<file path="config.mk">
export PLATFORM = sky130hd
export DESIGN_NAME = serial_add_ctrl
export DESIGN_NICKNAME = d
export VERILOG_FILES = /design/src/rtl/serial_add_ctrl.sv
export SDC_FILE = /design/constraint.sdc
export NUM_CORES = 1
export LEC_CHECK = 0
export BUFFER_PORTS_ARGS = -buffer_cell sky130_fd_sc_hd__buf_2
export CORE_ASPECT_RATIO = 0.8
export CORE_UTILIZATION = 55
export CTS_BUF_LIST = sky130_fd_sc_hd__clkbuf_4 sky130_fd_sc_hd__clkbuf_8
export CTS_CLUSTER_DIAMETER = 80
export CTS_CLUSTER_SIZE = 25
export DETAILED_ROUTE_END_ITERATION = 12
export GPL_TIMING_DRIVEN = 0
export PLACE_DENSITY = 0.81
export SKIP_LAST_GASP = 1
export SYNTH_ARGS = -nofsm -noshare
export SYNTH_HDL_FRONTEND = slang
export SYNTH_HIERARCHICAL = 1
export SYNTH_SLANG_ARGS = --single-unit
</file>
<file path="constraint.sdc">
create_clock -name clk -period 1.3 [get_ports clk]
set_input_delay 0.26 -clock clk [delete_from_list [all_inputs] [get_ports clk]]
set_output_delay 0.26 -clock clk [all_outputs]
set_load 0.1 [all_outputs]
</file>
<file path="src/rtl/serial_add_ctrl.sv">
// ============================================================================
// Module      : serial_add_ctrl (with full_adder)
// Description : Bit-serial adder, one full_adder evaluation per cycle, LSB first.
//               Define SERIAL_ADD_SUB_EN to add the 'sub' port for A-B mode.
// Revision    : 1.0 - initial release
// ============================================================================
`default_nettype none

module full_adder (
  input  logic a,
  input  logic b,
  input  logic ci,
  output logic so,
  output logic co
);
  assign so = a ^ b ^ ci;
  assign co = (a & b) | (ci & (a ^ b));
endmodule

module serial_add_ctrl #(
  parameter int WIDTH = 8
) (
  input  logic             clk,
  input  logic             rst,
  input  logic             start,
  input  logic [WIDTH-1:0] a,
  input  logic [WIDTH-1:0] b,
`ifdef SERIAL_ADD_SUB_EN
  input  logic             sub,
`endif
  output logic             ready,
  output logic             busy,
  output logic             done,
  output logic [WIDTH-1:0] sum,
  output logic             cout
);

  localparam int CNT_W = (WIDTH > 1) ? $clog2(WIDTH) : 1;

  localparam logic [1:0] S_IDLE = 2'd0;
  localparam logic [1:0] S_RUN  = 2'd1;
  localparam logic [1:0] S_DONE = 2'd2;

  logic [1:0]       state_q, state_d;
  logic [WIDTH-1:0] a_q, a_d;
  logic [WIDTH-1:0] b_q, b_d;
  logic [WIDTH-1:0] sum_q, sum_d;
  logic             carry_q, carry_d;
  logic [CNT_W-1:0] cnt_q, cnt_d;
  logic             sub_q, sub_d;
  logic             sub_in;
  logic             fa_b, fa_so, fa_co;
  logic             last_bit;

`ifdef SERIAL_ADD_SUB_EN
  assign sub_in = sub;
`else
  assign sub_in = 1'b0;
`endif

  // Subtraction is A + ~B + 1: invert B on its way in, carry flop seeded with 1.
  assign fa_b     = b_q[0] ^ sub_q;
  assign last_bit = (cnt_q == CNT_W'(WIDTH - 1));

  full_adder u_fa (
    .a  (a_q[0]),
    .b  (fa_b),
    .ci (carry_q),
    .so (fa_so),
    .co (fa_co)
  );

  // State register
  always_ff @(posedge clk) begin
    if (rst) begin
      state_q <= S_IDLE;
    end else begin
      state_q <= state_d;
    end
  end

  // Next-state logic
  always_comb begin
    state_d = S_IDLE;
    case (state_q)
      S_IDLE:  state_d = start ? S_RUN : S_IDLE;
      S_RUN:   state_d = last_bit ? S_DONE : S_RUN;
      S_DONE:  state_d = S_IDLE;
      default: state_d = S_IDLE;
    endcase
  end

  // Output logic
  always_comb begin
    ready = (state_q == S_IDLE);
    busy  = (state_q == S_RUN);
    done  = (state_q == S_DONE);
    sum   = sum_q;
    cout  = carry_q;
  end

  // Datapath next values
  always_comb begin
    a_d     = a_q;
    b_d     = b_q;
    sum_d   = sum_q;
    carry_d = carry_q;
    cnt_d   = cnt_q;
    sub_d   = sub_q;
    case (state_q)
      S_IDLE: begin
        if (start) begin
          a_d     = a;
          b_d     = b;
          sub_d   = sub_in;
          carry_d = sub_in;
          cnt_d   = '0;
        end
      end
      S_RUN: begin
        a_d     = a_q >> 1;
        b_d     = b_q >> 1;
        sum_d   = {fa_so, sum_q[WIDTH-1:1]};
        carry_d = fa_co;
        cnt_d   = cnt_q + CNT_W'(1);
      end
      default: ;
    endcase
  end

  always_ff @(posedge clk) begin
    if (rst) begin
      a_q     <= '0;
      b_q     <= '0;
      sum_q   <= '0;
      carry_q <= 1'b0;
      cnt_q   <= '0;
      sub_q   <= 1'b0;
    end else begin
      a_q     <= a_d;
      b_q     <= b_d;
      sum_q   <= sum_d;
      carry_q <= carry_d;
      cnt_q   <= cnt_d;
      sub_q   <= sub_d;
    end
  end

endmodule

`default_nettype wire
</file>
## After elaboration in Yosys (flattened, before gate mapping)

Index checks and enable logic that the tools add are counted.
Widths: inputs -> output; s select.

- Add/subtract/negate cells: 1
- Equal/unequal tests: 4
- Multiplexer cells: 11
- Bitwise logic cells: 5
- Reduce and logical (&&, ||, !) cells: 3

Operator list:

| operator | number |
|---|---|
| $pmux 8 s2 | 2 |
| $mux 8 | 2 |
| $pmux 3 s2 | 1 |
| $pmux 2 s2 | 1 |
| $add 3x1->3 const B | 1 |
| $eq 3x3->1 const B | 1 |
| $mux 3 | 1 |
| $and 1x1->1 | 2 |
| $eq 2x1->1 const B | 1 |
| $eq 2x2->1 const B | 1 |
| $logic_not 2->1 | 1 |
| $mux 1 | 2 |
| $mux 2 | 1 |
| $ne 2x2->1 const B | 1 |
| $pmux 1 s2 | 1 |
| $reduce_and 2->1 | 1 |
| $reduce_bool 2->1 | 1 |
| $xor 1x1->1 | 2 |
| $or 1x1->1 | 1 |

- Bits in registers: 30
- Input bits: 19
- Output and inout port bits: 12

## Logic depth before layout (Yosys ltp)

Gate-level depths: netlist of the first run.

- Word-level depth: 4
- Mapped depth: 6

## By module

The synthesis of the first run kept the hierarchy.

By module, submodules not included:

| module | times used | cells an instance | area each (um^2) | seq. area each (um^2) |
|---|---|---|---|---|
| serial_add_ctrl | 1 | 131 | 1301.2 | 600.6 |
| full_adder | 1 | 1 | 20.0 | 0.0 |

## Least setup slack after synthesis of the first run

OpenSTA, ideal clock, no wires.

- Path type: reg-to-output
- From: register state_q[0]
- To: output done
- Arrival: 1.942 ns
- Data required time: 1.040 ns
- Setup slack: -0.902 ns
- Stages on the path, launching flop included: 4
- Path through: dfxtp_1 > buf_6 > buf_6 > nor2b_1

- Longest elaborated chain between the ends: 1

RTL lines:

| item | line | text |
|---|---|---|
| start, declared | 44 | `logic [1:0] state_q, state_d;` |
| start signal, assigned | 78 | `state_q <= state_d;` |
| $eq 2x2->1 | 97 | `done = (state_q == S_DONE);` |
| end, declared | 33 | `output logic done,` |

Every way passes these cells.

## Worst setup path after layout of the first run

Ends and elaborated chain as after synthesis.

==> results of run 1 <==
[cell families (layout without fill, tap and decap cells)]
| family | Yosys count | count (layout) | share of synthesized area (%) |
|---|---|---|---|
| AO/OA/AOI/OAI | 30 | 30 | 19.9 |
| AND/OR/NAND/NOR | 42 | 42 | 12.8 |
| adder cells (fa/ha/maj) | 3 | 3 | 3.41 |
| buffers and inverters | 12 | 54 | 7.10 |
| flip-flops | 30 | 30 | 45.5 |
| multiplexers | 15 | 15 | 11.4 |
[cells in the final DEF (no fill, tap or decap), types with 5 or more instances in the layout]
cell and count:
sky130_fd_sc_hd__buf_4 15, sky130_fd_sc_hd__buf_12 5, sky130_fd_sc_hd__clkbuf_4 8, sky130_fd_sc_hd__buf_2 17, sky130_fd_sc_hd__dfxtp_1 27, sky130_fd_sc_hd__a21oi_1 8
sky130_fd_sc_hd__nor2_1 20, sky130_fd_sc_hd__nand2_1 16, sky130_fd_sc_hd__mux2i_1 15, sky130_fd_sc_hd__a211oi_2 11
[layer usage]
| layer | global-route usage [%] | wire (um) | vias to the layer above | share of wire (%) |
|---|---|---|---|---|
| met2 | 44.8 | 1500 | 27 | 49 |
| met5 | 0 | 0 | - | 0 |
| met1 | 30.2 | 1380 | 515 | 45 |
| met3 | 8.81 | 146 | 9 | 4.7 |
| li1 | - | - | 544 | - |
| met4 | 9.27 | 60 | 0 | 1.9 |
[worst max-delay path, cell delays in order, from the launching register on]
cell                      delay (ns)
sky130_fd_sc_hd__dfxtp_4        0.36
sky130_fd_sc_hd__buf_8          0.12
sky130_fd_sc_hd__buf_12         0.12
sky130_fd_sc_hd__nor2b_4        0.12
sky130_fd_sc_hd__buf_12         0.18
[how the worst max path moves through the flow]
stage / start / to / slack, ns / cells after the start
floorplan: state_q[0] / done / -0.05 / 3
global placement: state_q[1] / busy / -0.26 / 5
detailed placement: state_q[1] / busy / -0.30 / 5
CTS: state_q[0] / done / -0.20 / 4
global route: state_q[0] / done / -0.23 / 4
finish: state_q[0] / done / -0.19 / 4
[registers in the layout, summed over array words and instances, names as in the netlist]
register and count:
state_q 2, b_q 8, a_q 8, cout 1, sum 8, cnt_q 3
[through the flow]
stage	cell area, um2	instances	power [uW]	hold slack, ns	TNS (ns)
2_1_floorplan	1350	132	1280	0.408	-0.105
3_3_place_gp	1520	186	1350	0.439	-0.437
3_5_place_dp	1520	186	1360	0.452	-0.509
4_1_cts	1730	200	1980	0.182	-0.583
5_1_grt	1740	199	2080	0.225	-0.953
6_report	1740	199	1990	0.220	-0.512
[power by group]
group	total [uW]	internal (uW)	switching, uW
Sequential	999	967	32.4
Clock	588	278	310
Combinational	398	171	227
[final cells by class]
class | count | area, um2 | area share, %
inverters | 2 | 12.5 | 0.717
plain buffers | 8 | 88.8 | 5.09
clock buffers | 8 | 60.1 | 3.44
repair buffers | 36 | 269 | 15.4
well taps | 25 | 31.3 | 1.79
multi-input cells | 90 | 671 | 38.5
flip-flops and latches | 30 | 612 | 35.1
[Yosys cell counts]
cell | number | area, um2
sky130_fd_sc_hd__dfxtp_1 | 30 | 601
sky130_fd_sc_hd__nor2_1 | 21 | 78.8
sky130_fd_sc_hd__nand2_1 | 16 | 60.1
sky130_fd_sc_hd__mux2i_1 | 15 | 150
sky130_fd_sc_hd__a211oi_2 | 10 | 125
sky130_fd_sc_hd__a21oi_1 | 8 | 40.0
sky130_fd_sc_hd__buf_6 | 6 | 67.6
sky130_fd_sc_hd__a211oi_1 | 5 | 37.5
sky130_fd_sc_hd__a22oi_1 | 4 | 30.0
sky130_fd_sc_hd__clkbuf_1 | 3 | 11.3
sky130_fd_sc_hd__ha_1 | 2 | 25.0
sky130_fd_sc_hd__nor3_1 | 2 | 10.0
sky130_fd_sc_hd__a22oi_2 | 1 | 12.5
sky130_fd_sc_hd__buf_2 | 1 | 5.00
sky130_fd_sc_hd__fa_1 | 1 | 20.0
sky130_fd_sc_hd__inv_1 | 1 | 3.75
sky130_fd_sc_hd__inv_4 | 1 | 6.26
sky130_fd_sc_hd__nand2b_1 | 1 | 6.26
sky130_fd_sc_hd__nor2b_1 | 1 | 6.26
sky130_fd_sc_hd__nor3b_1 | 1 | 7.51
sky130_fd_sc_hd__o21ba_2 | 1 | 10.0
sky130_fd_sc_hd__o21bai_1 | 1 | 7.51
[what timing repair did]
action / CTS / global route
gates resized for setup: 30 / 10
pin swaps: 1 / 3
buffers inserted: 6 / 2
setup endpoints to repair: 13 / 17
==> summary by stage, run 1 <==
Run status
The run finished, with violations left. The checks that failed: design-rule violations, negative setup slack.

Yosys
The synthesized netlist occupies a cell area of ~1300 um2. The average instance in the mapped netlist occupies between 10 and 15 um2. In the synthesized netlist, the number of instances is approximately 130. The synthesized netlist contains 22 unique library cells. Synthesis inferred 30 register bits. The number of warnings printed during yosys synthesis is 6. The number of nets handed over by synthesis was 154. Sequential cells were found to cover 45.5% of the synthesized design area.

Clock network
The number of H-tree levels is 2. The CTS tree is yes. The clock reaches the later pin of the worst-skew pair after 0.33 ns.

The number of clock buffers inserted by TritonCTS is 5. After clock tree synthesis, the clock-pin slew on the worst setup and hold paths is approximately 0.090 ns. For this design, the CTS-stage hold fixing added 0 buffers. The deepest clock path buffer count is 2. The number of clock sinks seen by CTS is 30. The buffer type at the clock tree root is sky130_fd_sc_hd__clkbuf_4.

Timing
Setup repair after global routing could not meet its margin everywhere. On the final layout, the worst clock skew is ~0.0086 ns. Once routing completed, OpenROAD measured the worst setup slack at -0.189 ns. The minimum clock period is ~1.5 ns. The count of final hold-check violations is 0. The highest clock frequency the design can meet is 671 MHz. The pin slew with the least headroom to its limit is around 0.6 ns. The setup violation total in the final timing report is 5. The ratio of final minimum period to clock period is 115%.

The total count of max-transition violations in the final report is 0. Measured against its own limit, the worst slew margin works out to about three fifths.

Global routing
Entering global routing, the biggest net connects 11 pins. The first global-routing pass estimated 4810 um of wire. The initial antenna violation count is 0. The number of global-route vias before repair was 1,062. The global-route usage over all layers is 25.7%. After global routing the overflow that remains totals 0.

Detailed routing
In this run, the number of DRC markers left after iteration 0 of detailed routing was between 50 and 60. The first-pass iteration count of the detailed router is 8. The count of nets left with antenna violations once routing finished came out at 0. The via density per instance is between 5 and 6. The number of vias in the routed layout is about 1,100. Wires add up to around 3000 um. After detailed routing, the number of remaining DRC violations is 9. After detailed routing, the average wire length per cell comes to approximately 15 um.

Power
The cell area power density is ~1100 nW/um2. The peak supply drop is roughly 0.00057 V. The standby leakage power is 0.000730 uW.

Worst setup path
STA classifies the critical path endpoint as an output port. The logic depth of the worst register-to-register path is 6. The worst setup path is launched from a flop. For the worst setup path, the data arrival time is 1.23 ns. The destination of the worst register-to-register timing path is b_q[7].

The critical path in this run is classified as reg2out. The worst reg2reg path startpoint is state_q[0]. The highest fanout seen on the critical path is 3. For flop-to-flop paths, the worst setup slack is -0.05 ns.

At the worst endpoint, the required time is 1.04 ns.

Place
Port buffering added 29 buffers. At the end of routability-driven placement, the weighted congestion stood at around 0.75. Detailed placement ended at an HPWL of 1860 um. The worst setup slack before clock tree synthesis is -0.295 ns.

Final layout
The share of cells above drive strength 1 is between 40% and 50%. After the last flow step, the layout net total stands at 195. Relative to the synthesized area, the layout overhead comes to 32.0%. Measured on the finished design, the core utilization comes to 78.8%.

The number of antenna diodes in the final layout is 0. The count of filler cells inserted in the layout is roughly 150.

Flow run
The max-cap check violation count is 0.

Min path
The worst hold path stage count is 3. The beginning of the worst hold path is a[7]. The destination of the worst hold path is a_q[7]. The worst min-delay path category is in2reg.

Floorplan
Once the floorplan was initialized, standard cells occupied slightly below 60% of the core. In this run the vertical extent of the chip is around 46 um. The area enclosed by the die boundary is around 2600 um2. Row generation in the floorplan step produced 15 rows.

In this run the standard cell core region covers between 2000 and 2500 um2. The horizontal extent of the die is 56.8 um. The number of placed I/O pins is 31.
Power figures use the tool's default switching activity.
==> run 2, diff against run 1 <==
--- a/config.mk
+++ b/config.mk
@@ -13,9 +13,8 @@
 export CTS_CLUSTER_SIZE = 25
 export DETAILED_ROUTE_END_ITERATION = 12
 export GPL_TIMING_DRIVEN = 0
-export PLACE_DENSITY = 0.81
+export PLACE_DENSITY_LB_ADDON = 0.2
 export SKIP_LAST_GASP = 1
 export SYNTH_ARGS = -nofsm -noshare
 export SYNTH_HDL_FRONTEND = slang
-export SYNTH_HIERARCHICAL = 1
 export SYNTH_SLANG_ARGS = --single-unit
==> run 2 against run 1 <==
The flow still finishes with violations (design-rule violations, negative setup slack). Total power down 0.83%. Final cell count grew 1.0%. Register-to-register slack better by 0.08 ns. Fmax is 6.5% higher. Design area is 0.57% lower. Hold slack lost 0.025 ns. Die area increased by 1.2%. Critical path type unchanged. Critical endpoint unchanged.
==> summary by stage, run 2 <==
Detailed routing
The via density per instance is ~5.6. The remaining antenna violation count after routing is 0. For this block, the initial DRC count from the detailed router was 37. The post-detailed-route DRC marker count is 2.

In the final routed layout, each cell accounts on average for 14.6 um. Across all layers, the routed design uses approximately 1,100 vias. The first-pass iteration count of the detailed router is 8. Summed over all layers, the routed wires come to 2940 um.

Yosys
The most common cell in the netlist is sky130_fd_sc_hd__dfxtp_1. The xor-xnor portion of the synthesized cell area is 0%. The async set-or-reset flop fraction in the synthesized netlist is 0%.

In the synthesized netlist, the cells that appear most often are sky130_fd_sc_hd__dfxtp_1, sky130_fd_sc_hd__nor2_1, sky130_fd_sc_hd__mux2i_1, sky130_fd_sc_hd__nand2_1, sky130_fd_sc_hd__a211oi_2. Synthesis handed over a netlist of ~130 instances. After Yosys synthesis, and, or, nand and nor cells account for around an eighth of the synthesized area. The net count after synthesis is between 150 and 200. After synthesis, the largest family of logic cells by area is compound AO/OA/AOI/OAI gates. The Yosys step of the flow raised 0 warnings.

The adder-cell share of the synthesized area is ~3.4%. Synthesis inferred 30 register bits. The total standard cell area after synthesis is roughly 1300 um2. The top cell type by total area after synthesis is sky130_fd_sc_hd__dfxtp_1. Multiplexer cells account for 11.2% of the synthesized area. By area the synthesized netlist is led by sky130_fd_sc_hd__dfxtp_1, sky130_fd_sc_hd__mux2i_1, sky130_fd_sc_hd__a211oi_2. The top-area cell type share of the netlist area is 44.9%. In this run, distinct cell masters in the synthesized netlist total 23. The number of enable flip-flop cells after synthesis is 0. In the synthesized netlist the dominant register cell turns out to be sky130_fd_sc_hd__dfxtp_1. The share of the synthesized area in compound gates (AO/OA/AOI/OAI) is 20.3%.

A synthesized cell averages around 10 um2. After synthesis, flip-flops and latches occupy around 45% of the total area.

Global routing
The met3 track utilization from global routing is around 6.2%. For this run, the total global-route usage over all layers was measured as 24.5%. The overall overflow remaining after global route is 0.

In the global route stage, met1 resource usage came out at about 30%. The initial antenna violation count is 0. The maximum number of pins on one net before global-route repair is 14. The first global-routing pass estimated 4760 um of wire. met2 is the most crowded layer. For met2 alone, demand over resource in global routing was between 40% and 50%. The number of global-route vias before repair is 1,099.

Timing
Setup violations remaining at the end of the flow were counted as 3. Derived from the worst setup path, the maximum achievable clock frequency is a little over 700 MHz. Measured against its own limit, the worst slew margin works out to roughly 60%. Setup repair after global routing could not meet its margin everywhere. The count of final hold-check violations was 0. The total count of max-transition violations in the final report is 0. Between clock sinks in the finished design, the worst skew comes to 0.00826 ns. Adding up every negative setup slack in the final design gives -0.175 ns.

Once routing completed, OpenROAD measured the worst setup slack at -0.0990 ns. The routed design could run at a clock period as short as between 1 and 1.5 ns. The ratio of final minimum period to clock period is 108%.

For the pin with the worst max-slew slack, the measured transition is 0.596 ns.

Clock network
Clock tree synthesis inserted a total of 5 buffers. Clock-pin slew was measured on the worst setup and hold paths at approximately 0.09 ns. CTS built an H-tree with a depth of 2. In this run the clock root is driven by a sky130_fd_sc_hd__clkbuf_4. The deepest clock path buffer count is 2.

The CTS tree is yes. The clock insertion delay at the later pin of the skew report is ~0.32 ns. Buffers inserted to repair hold after CTS numbered 0. The number of clock sinks seen by CTS is 30.

Run status
The run finished, with violations left. The final reports fail on design-rule violations, negative setup slack.

Worst setup path
The setup check on the worst reg-to-reg path leaves a slack of approximately 0.030 ns. The sort of element at the end of the critical path is an output port. The logic depth of the worst register-to-register path is 5.

The cell repeated most along the worst path is sky130_fd_sc_hd__buf_12. In this run the critical register-to-register path is captured at a_q[0]. Data arrives at the worst endpoint at 1.14 ns. The path type of the worst setup path is reg2out. In this design, the largest share of critical-path delay is due to flip-flops. The critical-path cell with the highest stage delay is sky130_fd_sc_hd__dfxtp_4. The stage delay of the slowest cell on the critical path is roughly 0.38 ns.

The critical path contains buffers and inverters numbering 2 combined. The worst setup path is launched from a flop. STA puts the critical path data required time at 1.04 ns. In this run the worst path has a maximum fanout of 6. The critical path goes through buf_12 -> nor2b_4 -> buf_12. The startpoint identified for the worst register-to-register timing path is state_q[1].

Final layout
0 antenna diodes ended up in the layout. The number of cells in the finished layout apart from fillers is approximately 200. At the end of the flow the core is filled with cells to 77.6%. Leaving out fill and tap cells, the most frequent cells in the layout are sky130_fd_sc_hd__dfxtp_1, sky130_fd_sc_hd__nor2_1, sky130_fd_sc_hd__buf_4, sky130_fd_sc_hd__buf_2, sky130_fd_sc_hd__mux2i_1. The area growth from synthesis to layout is 29.7%. In the final layout, the share of cells above drive strength 1 is between 40% and 50%.

The most common library cell in the layout ignoring fill and taps is sky130_fd_sc_hd__dfxtp_1. The net count reported at finish is 198.

Place
The detailed-placement wirelength estimate is ~1900 um. Routability-driven placement finished with a final weighted congestion of 0.727. Including well taps, the total number of placed cells is around 190. Input and output buffers added on the ports amount to 29.

Power
In this run the power density over the cells is around 1100 nW/um2. The standby leakage power is a little over 0.0007 uW. The part of the power in registers is between 50% and 60%. Combinational logic burns about a fifth of the power. Across the VDD grid, the largest voltage drop is between 0.0006 and 0.0007 V.

The clock network is responsible for ~29% of the overall power. Cell internal power was estimated by the tool at about 1400 uW. Of the total power, the share spent switching nets is roughly 28%.

In this run the power spent charging and discharging nets is between 500 and 600 uW. The total power is 1970 uW.

Floorplan
The number of placed I/O pins is 31. The horizontal extent of the die is 57.1 um. The number of core rows is 15.

In this run the vertical extent of the chip is between 40 and 50 um. The starting utilization of the core area is 59.9%. The core region is 2230 um2. The area enclosed by the die boundary is 2630 um2.

Flow run
Max-cap violations in this run came to 0.

Min path
In this run the worst hold path is classified as in2reg. The path with the worst hold slack has its endpoint at a_q[7]. Along the worst hold path, the cell count comes to 3.

The beginning of the worst hold path is a[7].
run 2: cell count changes in the layout (fill, tap and decap cells not counted), moves of 2 or more:
| cell | change |
|---|---|
| sky130_fd_sc_hd__inv_1 | +2 |
| sky130_fd_sc_hd__clkbuf_4 | -2 |
| sky130_fd_sc_hd__nand2_1 | -2 |
| sky130_fd_sc_hd__buf_4 | +2 |
run 2: cells by family (layout without fill, tap and decap cells):
family,count (synthesis),in the layout
AO/OA/AOI/OAI,30,30
adder cells (fa/ha/maj),3,3
buffers and inverters,15,57
flip-flops,30,30
multiplexers,15,15
AND/OR/NAND/NOR,41,41
run 2: power groups by stage:
stage / Clock [uW] / Combinational [uW] / Sequential (uW)
2_1_floorplan: 0 / 249 / 1050
3_3_place_gp: 0 / 347 / 1020
3_5_place_dp: 0 / 358 / 1020
4_1_cts: 573 / 399 / 999
5_1_grt: 611 / 429 / 1010
6_report: 565 / 403 / 1000
run 2: worst max path at each step:
stage	start	endpoint	slack, ns	cells past startpoint
after detailed placement	state_q[1]	busy	-0.27	5
final	state_q[0]	done	-0.1	3
after global placement	state_q[1]	busy	-0.27	5
after CTS	state_q[1]	busy	-0.18	5
after global routing	state_q[1]	done	-0.14	3
after floorplan	state_q[0]	done	-0.05	3
run 2: area by class of cell:
cell class	instances	area, um2
Inverter	5	23.8
Timing Repair Buffer	38	288
Buffer	7	61.3
Clock buffer	7	58.8
Sequential cell	30	613
Tap cell	25	31.3
Multi-Input combinational cell	89	658
Fill cell	151	499
run 2: worst min-delay path: cells and delay by family:
kind                   cells  cell delay, ns
AND/OR/NAND/NOR            1            0.08
buffers and inverters      1            0.08
AO/OA/AOI/OAI              1            0.05
run 2: routing by layer:
metal,wire [um],vias to the layer above,share of wire (%)
li1,-,548,-
met1,1260,540,43
met2,1530,26,52
met3,115,7,3.9
met4,30,0,1.0
met5,0,-,0
run 2: timing repair:
item	4_1_cts	5_1_grt
setup buffers	7	2
endpoints found under the setup margin	12	17
gates resized for setup	29	6
gates cloned	0	0
run 2: metrics by stage:
stage	worst slack, ns	hold slack (ns)	area [um2]
2_1_floorplan	-0.0530	0.408	1360
6_report	-0.0990	0.195	1730
5_1_grt	-0.142	0.226	1730
4_1_cts	-0.176	0.194	1730
3_3_place_gp	-0.271	0.438	1540
3_5_place_dp	-0.275	0.454	1540
